$ cat config.mk
export PLATFORM = sky130hd
export DESIGN_NAME = reg_write_demux_flat
export DESIGN_NICKNAME = d
export VERILOG_FILES = /design/src/rtl/reg_write_demux_pkg.sv /design/src/rtl/reg_write_demux_if.sv /design/src/rtl/reg_write_demux_decoder_5to32.sv /design/src/rtl/reg_write_demux.sv /design/src/flat_wrapper.sv
export SDC_FILE = /design/constraint.sdc
export NUM_CORES = 1
export LEC_CHECK = 0
export CORE_MARGIN = 3
export CORE_UTILIZATION = 44
export DETAILED_ROUTE_END_ITERATION = 10
export PLACE_DENSITY = 0.93
export SLEW_MARGIN = 20
export SYNTH_ARGS = -nofsm -noshare
export SYNTH_HDL_FRONTEND = slang
export SYNTH_SLANG_ARGS = --single-unit
$ cat constraint.sdc
create_clock -name clk -period 2.05 [get_ports clk]
set_clock_uncertainty 0.15 [all_clocks]
set_input_delay 0.205 -clock clk [delete_from_list [all_inputs] [get_ports clk]]
set_output_delay 0.205 -clock clk [all_outputs]
set_load 0.03 [all_outputs]
$ cat src/rtl/reg_write_demux_pkg.sv
// Shared constants and the 4:16 decode helper for the register-file write path.
package reg_write_demux_pkg;

  localparam int NUM_REGS     = 32;
  localparam int ADDR_W       = 5;
  localparam int DEF_ZERO_REG = 31;
  localparam int DEF_WIDTH    = 64;

  function automatic logic [15:0] dec4to16(input logic en, input logic [3:0] a);
    return en ? (16'd1 << a) : 16'd0;
  endfunction

endpackage

$ cat src/rtl/reg_write_demux_if.sv
// Writeback/reservation bus between decode/writeback and the write demux.
interface reg_write_demux_if
  import reg_write_demux_pkg::*;
#(
  parameter int WIDTH = DEF_WIDTH
);

  logic                rsv_valid;
  logic [ADDR_W-1:0]   rsv_addr;
  logic                rsv_ready;
  logic                wr_valid;
  logic [ADDR_W-1:0]   wr_addr;
  logic [WIDTH-1:0]    wr_data;
  logic                wr_ready;
  logic [NUM_REGS-1:0] we;
  logic [WIDTH-1:0]    we_data;
  logic [NUM_REGS-1:0] busy;

  modport master (
    output rsv_valid, rsv_addr, wr_valid, wr_addr, wr_data,
    input  rsv_ready, wr_ready, we, we_data, busy
  );

  modport slave (
    input  rsv_valid, rsv_addr, wr_valid, wr_addr, wr_data,
    output rsv_ready, wr_ready, we, we_data, busy
  );

endinterface

$ cat src/rtl/reg_write_demux_decoder_5to32.sv
// Combinational 5:32 one-hot decoder, split into two 4:16 halves selected by addr[4].
module decoder_5to32
  import reg_write_demux_pkg::*;
(
  input  logic                en,
  input  logic [ADDR_W-1:0]   addr,
  output logic [NUM_REGS-1:0] onehot
);

  logic en_hi;
  logic en_lo;

  assign en_hi  = en & addr[4];
  assign en_lo  = en & ~addr[4];
  assign onehot = {dec4to16(en_hi, addr[3:0]), dec4to16(en_lo, addr[3:0])};

endmodule

$ cat src/rtl/reg_write_demux.sv
// Register-file write demux: one-hot write enable, aligned data, and a pending-write scoreboard.
module reg_write_demux
  import reg_write_demux_pkg::*;
#(
  parameter int WIDTH    = DEF_WIDTH,
  parameter int ZERO_REG = DEF_ZERO_REG
) (
  input  logic                clk,
  input  logic                reset_n,
  reg_write_demux_if.slave    bus
);

  localparam logic [NUM_REGS-1:0] LIVE_MASK = ~(NUM_REGS'(1) << ZERO_REG);

  logic [NUM_REGS-1:0] wr_hit_p0;
  logic [NUM_REGS-1:0] rsv_hit_p0;
  logic [NUM_REGS-1:0] we_nxt_p0;
  logic [NUM_REGS-1:0] busy_nxt_p0;
  logic                rsv_ok_p0;
  logic                retire_same_p0;

  logic [NUM_REGS-1:0] we_p1;
  logic [WIDTH-1:0]    we_data_p1;
  logic [NUM_REGS-1:0] busy_p1;

  decoder_5to32 u_wr_dec (
    .en     (bus.wr_valid),
    .addr   (bus.wr_addr),
    .onehot (wr_hit_p0)
  );

  decoder_5to32 u_rsv_dec (
    .en     (bus.rsv_valid & rsv_ok_p0),
    .addr   (bus.rsv_addr),
    .onehot (rsv_hit_p0)
  );

  // A reservation may overtake an outstanding write only if that write retires this cycle.
  assign retire_same_p0 = bus.wr_valid & (bus.wr_addr == bus.rsv_addr);
  assign rsv_ok_p0      = ~(busy_p1[bus.rsv_addr] & ~retire_same_p0);

  assign we_nxt_p0   = wr_hit_p0 & LIVE_MASK;
  assign busy_nxt_p0 = (busy_p1 & ~wr_hit_p0) | (rsv_hit_p0 & LIVE_MASK);

  // ---- stage p0 -> p1 boundary ----
  always_ff @(posedge clk or negedge reset_n) begin
    if (!reset_n) begin
      we_p1      <= '0;
      we_data_p1 <= '0;
      busy_p1    <= '0;
    end else begin
      we_p1   <= we_nxt_p0;
      busy_p1 <= busy_nxt_p0;
      if (|we_nxt_p0) begin
        we_data_p1 <= bus.wr_data;
      end
    end
  end

  assign bus.wr_ready  = 1'b1;
  assign bus.rsv_ready = rsv_ok_p0;
  assign bus.we        = we_p1;
  assign bus.we_data   = we_data_p1;
  assign bus.busy      = busy_p1;

endmodule

$ cat src/flat_wrapper.sv
// flat-port wrapper written by rule: the top's interface ports become plain ports
module reg_write_demux_flat import reg_write_demux_pkg::*;
#(
  parameter int WIDTH    = DEF_WIDTH,
  parameter int ZERO_REG = DEF_ZERO_REG
)
  (clk, reset_n, bus_rsv_valid, bus_rsv_addr, bus_wr_valid, bus_wr_addr, bus_wr_data, bus_rsv_ready, bus_wr_ready, bus_we, bus_we_data, bus_busy);
  reg_write_demux_if #(.WIDTH(WIDTH)) bus_i ();
  input  logic clk;
  input  logic reset_n;
  input wire logic [$bits(bus_i.rsv_valid)-1:0] bus_rsv_valid;
  input wire logic [$bits(bus_i.rsv_addr)-1:0] bus_rsv_addr;
  input wire logic [$bits(bus_i.wr_valid)-1:0] bus_wr_valid;
  input wire logic [$bits(bus_i.wr_addr)-1:0] bus_wr_addr;
  input wire logic [$bits(bus_i.wr_data)-1:0] bus_wr_data;
  output wire logic [$bits(bus_i.rsv_ready)-1:0] bus_rsv_ready;
  output wire logic [$bits(bus_i.wr_ready)-1:0] bus_wr_ready;
  output wire logic [$bits(bus_i.we)-1:0] bus_we;
  output wire logic [$bits(bus_i.we_data)-1:0] bus_we_data;
  output wire logic [$bits(bus_i.busy)-1:0] bus_busy;
  assign bus_i.rsv_valid = bus_rsv_valid;
  assign bus_i.rsv_addr = bus_rsv_addr;
  assign bus_i.wr_valid = bus_wr_valid;
  assign bus_i.wr_addr = bus_wr_addr;
  assign bus_i.wr_data = bus_wr_data;
  assign bus_rsv_ready = bus_i.rsv_ready;
  assign bus_wr_ready = bus_i.wr_ready;
  assign bus_we = bus_i.we;
  assign bus_we_data = bus_i.we_data;
  assign bus_busy = bus_i.busy;
  reg_write_demux #(.WIDTH(WIDTH), .ZERO_REG(ZERO_REG)) u_core (.clk(clk), .reset_n(reset_n), .bus(bus_i));
endmodule
* Word-level counts from Yosys, hierarchy flattened *
Index checks and enable logic that the tools add are counted.

operators by class
  shift operators = 2
  reductions and logical operators = 1
  multiplexer cells = 6
  equality and inequality tests = 1
  magnitude comparators = 1
  bitwise gates (word level) = 14

operator list
  operator                count
  $mux W16                3
  $and A32 B32 Y32        1
  $not A32 Y32            1
  $or A32 B31 Y32         1
  $shl A1 B4 Y16 const A  2
  $reduce_or A31 Y1       1
  $mux W15                1
  $and A1 B1 Y1           7
  $lt A5 B6 Y1 const B    1
  $bmux W1 S5             1
  $eq A5 B5 Y1            1
  $not A1 Y1              4
  $mux W1                 1

word-level totals
  input bits = 78
  register bits after elaboration = 127
  logic and storage cells = 28
  output and inout port bits = 130

* Logic depth before layout (Yosys ltp) *
Gate-level depths: netlist of run 1.

  word-level depth = 9
  mapped depth = 7
  depth with buffers taken out = 5

* By module *
Synthesis of run 1 repeated with hierarchy kept, for this count alone.

second synthesis, totals
  cell total of the unflattened synthesis = 404
  area total of the unflattened synthesis = 5272.6 um^2

by module, submodules not included
  module           cells an instance  instances  seq. area each (um^2)  area each (um^2)
  reg_write_demux  310                1          3178.0                 4804.6
  decoder_5to32    47                 2          0.0                    234.0

* Worst setup path before layout of run 1 *
Ideal clock, no wire load.

  kind = reg-to-output
  start point = register u_core.busy_p1[13] (netlist: u_core.bus.busy[13])
  end point = output port bus_rsv_ready
  buffers on the path = 0
  path slack = -0.241 ns
  cell stages (with the launch flop) = 6
  data required time = 1.695 ns
  data arrival time = 1.936 ns
  cell sequence = dfrtp_1 mux4_1 nand2b_1 a21o_1 o21ai_2 or2b_1

between the ends
  longest elaborated chain between the ends = 4

RTL lines
  item                           RTL line               text
  start, declared                reg_write_demux.sv:24  logic [NUM_REGS-1:0] busy_p1;
  start signal, assigned         reg_write_demux.sv:53  busy_p1 <= busy_nxt_p0;
  $bmux W1 S5                    reg_write_demux.sv:40  assign rsv_ok_p0 = ~(busy_p1[bus.rsv_addr] & ~retire_same_p0);
  $mux W1 (not written as such)  reg_write_demux.sv:40
  $and A1 B1 Y1                  reg_write_demux.sv:40
  $not A1 Y1                     reg_write_demux.sv:40
  end, declared                  flat_wrapper.sv:16     output wire logic [$bits(bus_i.rsv_ready)-1:0] bus_rsv_ready;

Every way passes these cells. The select of a mux whose other input is x is not followed.

* Worst setup path in the final report of run 1 *
  start point = register u_core.busy_p1[14] (netlist: u_core.bus.busy[14])
  end point = output port bus_rsv_ready

Same word-level chain as after synthesis.

==> metrics.cfg, run 1 <==
[power_and_ir_drop]
total_leakage_power_uw=0.00395
peakVddDrop_v=0.000491
powerDensity_mw_per_mm2=972
p_total_uw=8380

[clock_network]
clockBufferDepth=2
cts.root.buffer_cell=clkbuf_16
cts_tree=built
htreeDepth=4
clock_latency_ns=0.42
cts.sinks=127
numCtsBuffers=17
clkTransAtPathRegs_ns=0.06

[logic_synthesis]
post-synth-top-count-cell=dfrtp_1
synth.distinct_cells=42
yosysTopAreaCellShare_pct=60.2
syn_inst=387
netlist_area_mm2=0.00528
synth_warnings=0
yosysSeqAreaShare_pct=60.2
synth_area_leaders=dfrtp_1 (60%), mux2_2 (14%), a32o_1 (4.9%), mux4_1 (3.0%), inv_1 (2.0%)
synth_common_cells=dfrtp_1 (127), mux2_2 (64), inv_1 (28), a32o_1 (26), nand2_1 (26)
post-synth-top-area-cell=dfrtp_1
yosys_register_bits=127
ys.flop_type=dfrtp_1
async_flop_share_pct=100
synth_nets=465
synth_edf_count=0
avgSynthCellArea_um2=13.6

[layout]
drive_above_1_share_pct=28.8
final_cell_count_no_fill=806
area_growth_pct=63.4
fin_nets=729
diodes=0

[place]
pre_cts_ws_ns=-0.569
dp_cells=765
gp_congestion=0.868
io_buffers=205
dpl.hpwl_um=11500

[sta]
fmax_ghz=0.417
tightest_slew_ns=0.755
period_needed_ns=2.40
final-hold-violation-count=0
drv_slew=0
fin_tns_setup_ns=-2.30
rsz0062_at_grt=true
slew_headroom_pct=49.6
fin_crit_sh_pct=117
setup_viol=16
finalWorstSetupSlack_ns=-0.347

[floorplan]
ios=208
placementRows=39
die-area_mm2=0.0133
core-area_mm2=0.0116
die_h_um=116
die_x_um=116
start_util_pct=45.6

[drt]
num_vias=4269
avgRoutedWirePerCell_um=19.5
drc_errors=0
firstDrtPassIters=4
antenna_left=0
drtIter0Drc=273
routed_wl_um=15700
viasPerCell=5.30

[status]
failed_checks=negative setup slack
outcome=finished, violations left

[critical_path]
cp_num_buf_inv=1
path_cells=mux4_2 > nand2b_4 > a21o_4 > o21ai_4 > or2b_4 > buf_6
path_max_fanout=2
worstSetupPathType=register to output pin
worstRegToRegCells=7
cp_slowest_cell=mux4_2
end_kind=output pin
crit_cells=6
critPathRequiredTime_ns=1.69
cp-start-kind=register
path_delay_family=multiplexers
slowest_delay_ns=0.47
arrival_ns=2.04

[global_routing]
grt_pass1_vias=4513
grt_overflow=0
antenna_found_initial=0
grt_usage_pct=23.3
grt_max_degree=50
grt_pass1_wl_um=23500

[worst_hold_path]
min_path_type=input pin to asynchronous set/reset pin

[flow_run]
drv_cap=0

worst reg2reg max path, stage by stage (launching register included):
cell	delay (ns)
dfrtp_1	0.39
mux4_2	0.51
mux2i_4	0.19
o2111ai_4	0.13
buf_4	0.16
buf_6	0.12
a31oi_4	0.27
a32o_2	0.23
per-stage QoR:
stage               utilization [%]  area, µm²  hold WS, ns
detailed placement             67.7       7830       -0.121
finish                         74.6       8620        0.163
global route                   74.6       8620        0.204
global placement               67.7       7830       -0.124
floorplan                         -       5300       -0.241
CTS                            73.9       8550        0.185
cells by family (layout without fill, tap and decap cells):
logic type | Yosys count | count (layout) | share of synthesized area [%]
muxes | 75 | 75 | 17.8
xor gates and xnor gates | 5 | 5 | 0.830
and+or+nand+nor | 90 | 90 | 9.15
DFF | 127 | 127 | 60.2
other | 2 | 2 | 0.142
buffers and inverters | 50 | 326 | 4.39
AOI/OAI and AO/OA | 38 | 38 | 7.42
registers in the layout, summed over array words and instances, names as in the netlist:
register            flops
u_core.bus.we_data     64
u_core.bus.busy        32
u_core.bus.we          31
worst paths after layout:
check / startpoint / end / slack (ns)
min in group clk: bus_wr_data[51] / u_core.bus.we_data[51]$_DFFE_PN0P_ / 0.25
hold reg to reg: u_core.bus.we_data[58]$_DFFE_PN0P_ / u_core.bus.we_data[58]$_DFFE_PN0P_ / 0.35
max in group asynchronous: reset_n / u_core.bus.busy[5]$_DFF_PN0_ / 0.98
hold / removal: reset_n / u_core.bus.we[1]$_DFF_PN0_ / 0.16
setup reg to reg: u_core.bus.busy[27]$_DFF_PN0_ / u_core.bus.busy[13]$_DFF_PN0_ / -0.18
setup / recovery: u_core.bus.busy[14]$_DFF_PN0_ / bus_rsv_ready / -0.35
layout by cell type, fill, tap and decap left out, types with 5 or more instances in the layout:
cell type,synthesis,layout
nand2_1,26,25
nor2b_1,10,10
nor2_1,13,13
dfrtp_1,127,123
buf_4,2,55
a32o_1,26,22
clkdlybuf4s50_1,0,200
nor3_1,5,5
nand2b_1,6,5
clkbuf_16,0,17
buf_6,3,5
nand3_1,10,10
mux2_2,64,64
a32o_2,1,5
inv_1,28,28
layout make-up:
cell class              count  area (µm²)
fillers                   712        2940
clock inverters            12         183
flip-flops and latches    127        3180
well taps                 143         179
multi-input cells         210        1950
inverters                  28         105
clock buffers              19         453
repair buffers            267        2560
where the power goes:
| part | switching (µW) | leakage [µW] | internal (µW) |
|---|---|---|---|
| sequential | 198 | 0.00159 | 2790 |
| clock | 1100 | 0.000302 | 2100 |
| combinational | 1120 | 0.00206 | 1080 |
| total | 2420 | 0.00395 | 5960 |
routing by layer:
layer | global-route usage (%) | up-vias | part of all wire [%]
met2 | 40.5 | 222 | 50
met4 | 9.00 | 0 | 2.5
met1 | 28.3 | 2123 | 39
met3 | 5.64 | 38 | 8.0
met5 | 0 | - | 0
li1 | - | 1886 | -
timing repair:
action / in CTS / in global routing
setup endpoints to repair: 32 / 24
gates resized for setup: 12 / 11
hold endpoints to repair: 127 / 0
pin swaps: 10 / 6
buffers inserted: 3 / 5
cloned: 0 / 0
hold buffers: 2 / 0
Note: power is estimated with default switching activity, not from simulation.
==> run 2: changes to the inputs <==
--- a/config.mk
+++ b/config.mk
@@ -8,8 +8,10 @@
 export CORE_MARGIN = 3
 export CORE_UTILIZATION = 44
 export DETAILED_ROUTE_END_ITERATION = 10
+export GPL_TIMING_DRIVEN = 0
 export PLACE_DENSITY = 0.93
 export SLEW_MARGIN = 20
 export SYNTH_ARGS = -nofsm -noshare
 export SYNTH_HDL_FRONTEND = slang
+export SYNTH_HIERARCHICAL = 1
 export SYNTH_SLANG_ARGS = --single-unit
==> run 2 against run 1 <==
Count of clock-buffer cells in the layout up 3; global-route usage up 0.96 points; synthesized cell count up 4.1%; worst hold slack worse by 0.15 ns; the flow still finishes with violations (negative setup slack); non-clock buffer count down 26; clock power up 4%; largest cell class unchanged; critical endpoint is now u_core/bus.busy[8]$_DFF_PN0_; sequential share of layout area up 0.068 points; wire length up 11%; first-iteration DRC count up 60%; combinational power up 63%; cell count down 0.37%.
==> metrics.cfg, run 2 <==
[status]
outcome=finished, violations left
failed_checks=negative setup slack

[critical_path]
worstRegToRegCells=7  ; unchanged
rr_endpoint=u_core/bus.busy[8]$_DFF_PN0_
end_kind=register
worstSetupPathType=register to register
cp-start-kind=register
path_max_fanout=4  ; +2
arrival_ns=2.63  ; +0.59 ns
r2r-start=u_core/bus.busy[29]$_DFF_PN0_
critPathRequiredTime_ns=2.25  ; +0.56 ns
regToRegSetupSlack_ns=-0.38  ; -0.20 ns

[sta]
final-hold-violation-count=0  ; unchanged
setup_viol=95  ; +79
slew_headroom_pct=62.4  ; +13 points
rsz0062_at_grt=true
fin_tns_setup_ns=-10.97  ; -8.67 ns
drv_slew=0  ; unchanged
finalWorstSetupSlack_ns=-0.379  ; -0.0325 ns
fin_crit_sh_pct=118  ; +1.6 points
period_needed_ns=2.43  ; +0.0325 ns
fmax_ghz=0.412  ; -1.3%
tightest_slew_ns=0.564  ; -0.190 ns

[clock_network]
clkTransAtPathRegs_ns=0.06  ; about the same
cts.sinks=127  ; unchanged
clock_latency_ns=0.41  ; about the same
cts_tree=built
numCtsBuffers=17  ; unchanged
htreeDepth=4  ; unchanged
cts.root.buffer_cell=clkbuf_16
clockBufferDepth=2  ; unchanged

[drt]
avgRoutedWirePerCell_um=21.8  ; +12%
drc_errors=0  ; unchanged
antenna_left=0  ; unchanged
num_vias=4322  ; +1.2%
routed_wl_um=17500  ; +11%
drtIter0Drc=437  ; +60%
viasPerCell=5.38  ; +1.6%
firstDrtPassIters=5  ; +1

[global_routing]
antenna_found_initial=0  ; unchanged
grtUsageMet2_pct=42.1  ; +1.6 points
grt_pass1_wl_um=24400  ; +3.8%
grt_max_degree=70  ; +40%
grt_util_met1_pct=29.6  ; +1.3 points
grt_pass1_vias=4399  ; -2.5%
grt_overflow=0  ; unchanged
met3_usage_pct=5.64  ; unchanged
busiest_layer=met2
grt_usage_pct=24.3  ; +0.96 points

[floorplan]
ios=208  ; unchanged
die-area_mm2=0.0133  ; -0.13%
core-area_mm2=0.0116  ; unchanged
placementRows=39  ; unchanged
start_util_pct=45.6  ; -0.065 points
die_h_um=115  ; about the same
die_x_um=115  ; about the same

[place]
dpl.hpwl_um=11800  ; +2.6%
dp_cells=752  ; -1.7%
pre_cts_ws_ns=-1.26  ; -0.691 ns
gp_congestion=0.831  ; -4.2%
io_buffers=205  ; unchanged

[logic_synthesis]
avgSynthCellArea_um2=13.1  ; -4.1%
synth_nets=481  ; +3.4%
syn_inst=403  ; +4.1%
synth_warnings=6  ; +6
netlist_area_mm2=0.00527  ; -0.14%

[power_and_ir_drop]
p_int_uw=6990  ; +17%
total_leakage_power_uw=0.00378  ; -4.1%
p_clk_share_pct=32.5  ; -5.7 points
powerDensity_mw_per_mm2=1190  ; +22%
swShare_pct=31.9  ; +3.1 points
power.net_switching_uw=3280  ; +36%
pwr-share-seq_pct=32.8  ; -2.8 points
pwr-share-comb_pct=34.7  ; +8.5 points
peakVddDrop_v=0.000581  ; +18%

[layout]
utilization_pct=74.7  ; +0.18 points
largest_reg_flops=64  ; unchanged
area_growth_pct=64.0
final_common_cell=clkdlybuf4s50_1
drive_above_1_share_pct=27.9  ; -0.89 points
most-common-layout-cells=clkdlybuf4s50_1 (194), dfrtp_1 (112), mux2_2 (60), nor2_1 (51), inv_1 (32)
final_cell_count_no_fill=803  ; -0.37%
fin_nets=724  ; -0.69%

[worst_hold_path]
hold_end=u_core/bus.we[13]$_DFF_PN0_
min_path_type=input pin to register
min_from=bus_wr_addr[0]
holdPathStages=3

[flow_run]
drv_cap=0  ; unchanged

==> run 2: how the worst max path moves through the flow <==
stage	start	end	cells past startpoint
global route	u_core/bus.busy[29]$_DFF_PN0_	u_core/bus.busy[8]$_DFF_PN0_	7
floorplan	u_core/bus.busy[29]$_DFF_PN0_	u_core/bus.busy[4]$_DFF_PN0_	7
global placement	reset_n	u_core/bus.busy[4]$_DFF_PN0_	1
detailed placement	bus_rsv_addr[0]	u_core/bus.busy[0]$_DFF_PN0_	9
CTS	u_core/bus.busy[29]$_DFF_PN0_	u_core/bus.busy[0]$_DFF_PN0_	7
finish	u_core/bus.busy[29]$_DFF_PN0_	u_core/bus.busy[8]$_DFF_PN0_	7
==> run 2: area by class of cell <==
class                   count  area (µm²)
fillers                   665        2920
clock buffers              22         474
well taps                 143         179
flip-flops and latches    127        3200
repair buffers            226        2330
multi-input cells         227        1990
inverters                  32         120
clock inverters            10         183
plain buffers              15         164
diodes                      1        2.50
==> run 2: critical path, stage by stage, from the launching register on <==
cell,delay (ns)
dfrtp_2,0.41
mux4_2,0.51
o22ai_4,0.19
o221ai_2,0.16
a41oi_4,0.18
or4b_4,0.55
nor2_2,0.13
a21o_1,0.10
==> run 2: per-layer routing <==
metal	share of wire (%)	routed length (µm)	up-vias
met5	0	0	-
met4	3.8	670	0
met3	8.1	1420	59
met2	50	8780	304
met1	38	6660	2102
li1	-	-	1857
==> run 2: repair_timing <==
action / 4_1_cts / 5_1_grt
endpoints found under the setup margin: 96 / 96
cloned: 0 / 5
hold endpoints to repair: 58 / 2
resized for setup: 56 / 51
pin swaps: 13 / 16
setup buffers: 5 / 7
hold buffers: 1 / 2
==> run 2: power by group through the flow <==
stage | clock [µW] | sequential, µW | combinational [µW]
final | 3340 | 3370 | 3560
after global routing | 3490 | 3430 | 3700
after CTS | 3340 | 3360 | 3350
after detailed placement | 0 | 3390 | 3300
after global placement | 0 | 3350 | 3210
after floorplan | 0 | 4360 | 778
==> run 2: stage by stage <==
stage	total power, µW	hold WS [ns]	instance area, µm²
floorplan	5140	-0.241	5290
global placement	6560	0.324	7520
detailed placement	6680	0.0584	7550
CTS	10000	0.0565	8320
global route	10600	0.00461	8640
finish	10300	0.0159	8640
==> variant 1: new RTL, config.mk and constraints of run 1 <==
Change the package constant `DEF_WIDTH` from 64 to 128.
--- a/src/rtl/reg_write_demux_pkg.sv
+++ b/src/rtl/reg_write_demux_pkg.sv
@@ -5,5 +5,5 @@
   localparam int ADDR_W       = 5;
   localparam int DEF_ZERO_REG = 31;
-  localparam int DEF_WIDTH    = 64;
+  localparam int DEF_WIDTH    = 128;
 
   function automatic logic [15:0] dec4to16(input logic en, input logic [3:0] a);
Interface: changed (resized bus_we_data and bus_wr_data); port bits go from 208 to 336. No check against the original RTL was run, so the function may have changed too.
==> variant 1 against run 1 <==
  * Cell area increased by 45%
  * Core utilization decreased by 0.32 points
  * Critical path type unchanged
  * Sequential share of layout area increased by 1.4 points
  * Sequential cell count increased by 64
  * Critical endpoint unchanged
  * Synthesized area increased by 45%
  * Total power increased by 32%
  * The run still ends with negative setup slack left
  * Critical path depth unchanged
  * Wire length increased by 60%
  * Synthesized cell count increased by 35%
  * Setup slack got worse by 0.045 ns
  * Sequential power increased by 50%
==> variant 1: results (changes against run 1) <==
input/output buffers=333 (+62%); number of endpoints failing setup at the final stage=7 (-9); number of global-route vias before repair=6408 (+42%); worst-case register-to-register setup slack=-0.05 ns (+0.13 ns); last weighted congestion value of the routability-driven placer=0.9163 (+5.6%); detailed-routing iteration count for the pre-antenna-repair pass=5 (+1); run status=finished, violations left; synthesized area per cell=14.64 µm² (+7.4%); worst vdd rail ir drop=0.0006228 V (+27%); r2r worst-path depth=6 (-1); list of most frequent post-synthesis cells=191 x sky130_fd_sc_hd__dfrtp_1, 128 x sky130_fd_sc_hd__mux2_2, 28 x sky130_fd_sc_hd__inv_1, 26 x sky130_fd_sc_hd__a32o_1, 26 x sky130_fd_sc_hd__nand2_1; starting DRC count in detailed routing=358 (+31%); Detailed Place HPWL=19280 µm (+68%); fraction of the yosys area taken by sequential cells=62.44% (+2.2 points); wire length of the first global-routing pass=36310 µm (+54%); internal portion of total power=7.702 mW (+29%); total cell area at the placement stage=11780 µm² (+50%); number of library cell types mapped by synthesis=43 (+2.4%); violated checks=negative setup slack; Crit Reg-Reg Endpoint=u_core.bus.busy[28]; antenna violations before repair=2 (+2); data arrival time of the critical path=2.09 ns (+0.05 ns); fin worst setup slack=-0.3921 ns (-0.04539 ns); total placed cells including tap cells=1119 (+46%); final core utilization=74.23% (-0.32 points); GRT Overall Usage=25.67% (+2.3 points); flip-flop count of the largest register, all copies and words added=128 (+100%)
-- variant 1: cell count changes in the layout (fill, tap and decap cells not counted), moves of 3 or more --
cell                                     run 1  this run
sky130_fd_sc_hd__buf_12                      2         8
sky130_fd_sc_hd__buf_4                      55        66
sky130_fd_sc_hd__clkbuf_8                    2         5
sky130_fd_sc_hd__clkdlybuf4s50_1           200       328
sky130_fd_sc_hd__dfrtp_1                   123       187
sky130_fd_sc_hd__mux2_2                     64       128
-- variant 1: cells by family after synthesis --
family	after synthesis	share of synthesized area [%]
DFF	191	62.44
muxes	139	21.71
and+or+nand+nor	90	6.456
buffers and inverters	58	3.498
AOI/OAI and AO/OA	38	5.231
xor gates and xnor gates	5	0.5721
other	2	0.09811
-- variant 1: routing by layer --
layer | track usage (%) | wire (µm)
met5 | 0 | 0
met4 | 11.42 | 880
met3 | 6.531 | 2076
met2 | 45.80 | 13460
met1 | 28.97 | 8729
-- variant 1: what timing repair did --
action,CTS,global route
endpoints found under the hold margin,50,0
hold buffers,1,0
resized for setup,9,6
setup buffers,3,1
endpoints found under the setup margin,32,26
pin swaps,9,4
-- variant 1: through the flow --
step           setup WS, ns  setup TNS (ns)
2_1_floorplan      -0.02768        -0.02768
3_3_place_gp        -0.5273          -20.19
3_5_place_dp        -0.5745          -25.38
4_1_cts             -0.3803         -0.8504
5_1_grt             -0.4674         -0.8694
6_report            -0.3921         -0.5768
-- variant 1: worst register-to-register path, delay by kind of cell, from the launching register on --
family / cells / cell delay, ns
mux: 1 / 0.54
buf+inv: 1 / 0.16
compound gates: 3 / 0.64
simple gates: 1 / 0.11
flops: 1 / 0.44
-- variant 1: cell type report --
type / instances / share of cell area [%]
tap: 220 / 2.205
antenna: 2 / 0.04009
timing repair buffer: 411 / 32.37
clock buffer: 23 / 3.909
clock inverter: 9 / 1.012
inverter: 28 / 0.8419
sequential: 191 / 38.32
multi-input combinational: 274 / 21.30
-- variant 1: worst max-delay path by stage --
stage	startpoint	end	slack (ns)	cells past startpoint
after floorplan	u_core.bus.busy[15]	bus_rsv_ready	-0.03	5
after global placement	bus_rsv_addr[0]	bus_rsv_ready	-0.53	7
after detailed placement	bus_rsv_addr[0]	bus_rsv_ready	-0.57	7
after CTS	u_core.bus.busy[12]	bus_rsv_ready	-0.38	6
after global routing	u_core.bus.busy[15]	bus_rsv_ready	-0.47	6
final	u_core.bus.busy[15]	bus_rsv_ready	-0.39	6
-- variant 1: power by group through the flow --
stage	Clock (mW)	Combinational, mW	Sequential (mW)
3_3_place_gp	0	3.06	4.49
2_1_floorplan	0	0.700	5.30
3_5_place_dp	0	3.13	4.52
4_1_cts	3.45	3.19	4.46
5_1_grt	3.61	3.34	4.50
6_report	3.41	3.19	4.47
==> variant 2: new RTL, config.mk and constraints of run 1 <==
Without the edit above. Make the reset (`reset_n`) synchronous in one clocked block.
--- a/src/rtl/reg_write_demux.sv
+++ b/src/rtl/reg_write_demux.sv
@@ -44,5 +44,5 @@
 
   // ---- stage p0 -> p1 boundary ----
-  always_ff @(posedge clk or negedge reset_n) begin
+  always_ff @(posedge clk) begin
     if (!reset_n) begin
       we_p1      <= '0;
Behaviour: differs if reset_n is asserted again (counterexample within 4 cycles, from zero or initial values and one cycle with reset_n low); with reset_n held inactive, the same outputs for 10 cycles.
==> variant 2 against run 1 <==
  * The flow still finishes with violations (negative setup slack)
  * Cell area shrank 5.2%
  * Core utilization is 0.16 points lower
  * Setup slack improved by 0.19 ns
  * Via count grew 20%
  * Worst hold slack better by 0.045 ns
  * Sequential cell count stayed put
  * Count of clock-buffer cells in the layout is 2 lower
  * Synthesized cell count is 46% higher
  * Register-to-register slack better by 0.34 ns
  * Cell count rose by 19%
  * Synthesized area shrank 5.0%
  * Wire length up 5.1%
  * Critical endpoint unchanged
Power is not compared: it rests on default switching activity, and its combinational part moved more than twofold at a synthesized area within 25%.
==> variant 2: results (changes against run 1) <==
data arrival time of the critical path=1.85 ns (-0.19 ns); total cell area at the placement stage=7495 µm² (-4.3%); fraction of the yosys area taken by sequential cells=50.72% (-9.5 points); wire length of the first global-routing pass=25590 µm (+8.7%); sequential share of cell area=31.26% (-5.7 points); number of library cell types mapped by synthesis=40 (-4.8%); area fraction of clock buffers and clock inverters=7.198% (-0.17 points); met2 global-route usage=42.89% (+2.4 points); clock insertion delay at the later pin of the skew report=0.40 ns (-0.02 ns); footprint of the flip-flops and latches=2554 µm² (-20%); count of sequential standard cells=127 (unchanged); hold crit path type=in2reg; GR Util met1=29.86% (+1.6 points); fraction of registers with async set/reset=0% (-100 points); violated checks=negative setup slack; count of nets after finishing=887 (+22%); Non-clk invs=1 (-96%); met3 Resource Use GR=7.005% (+1.4 points); routed length on met2=8125 µm (+2.8%); final core utilization=74.39% (-0.16 points); fin worst setup slack=-0.1572 ns (+0.1895 ns); post-DR wirelength/cell=17.19 µm (-12%); fraction of layout cells with a size suffix above 1=14.72% (-14 points); synthesized area per cell=8.871 µm² (-35%); fill cell total of the finished layout=699 (-1.8%); largest net degree at the start of global routing=107 (+110%); run status=finished, violations left; total via count in the routed design=5125 (+20%); comb_multi_in=395 (+88%); Detailed Place HPWL=12010 µm (+4.4%); antenna diode count=0 (unchanged); number of endpoints failing setup at the final stage=1 (-15); number of global-route vias before repair=5156 (+14%); proportion of cell area occupied by multi-input gates=27.92% (+5.3 points); total placed cells including tap cells=921 (+20%); non-clock buffer area fraction after layout=31.44% (+1.7 points); starting DRC count in detailed routing=432 (+58%); non-filler cells, final=962 (+19%); count of clock buffers in the final design=17 (-2); wire length on met1=6485 µm (+5.2%); detailed-routing iteration count for the pre-antenna-repair pass=5 (+1); total negative slack=-0.1572 ns (+2.144 ns); GRT Overall Usage=25.18% (+1.8 points); pre-CTS setup slack=-0.3881 ns (+0.1806 ns)
variant 2: what timing repair did:
action / CTS / global route
gates resized for setup: 16 / 2
endpoints found under the setup margin: 1 / 1
pin swaps: 5 / 3
cloned: 1 / 0
setup buffers: 6 / 2
variant 2: path summary, 6_finish.rpt:
kind / startpoint / to / slack [ns] / cells after the start
max: u_core.bus.busy[19] / bus_rsv_ready / -0.16 / 5
min: reset_n / u_core.bus.busy[17] / 0.21 / 4
max reg2reg: u_core.bus.busy[15] / u_core.bus.busy[15] / 0.16 / 6
min reg2reg: u_core.bus.we_data[30] / u_core.bus.we_data[30] / 0.31 / 2
variant 2: cell families after synthesis:
| family | count (synthesis) | share of synthesized area [%] |
|---|---|---|
| AOI/OAI and AO/OA | 134 | 20.07 |
| xor gates and xnor gates | 5 | 0.8736 |
| buffers and inverters | 43 | 4.019 |
| DFF | 127 | 50.72 |
| muxes | 11 | 3.919 |
| other | 2 | 0.1498 |
| and+or+nand+nor | 243 | 20.24 |
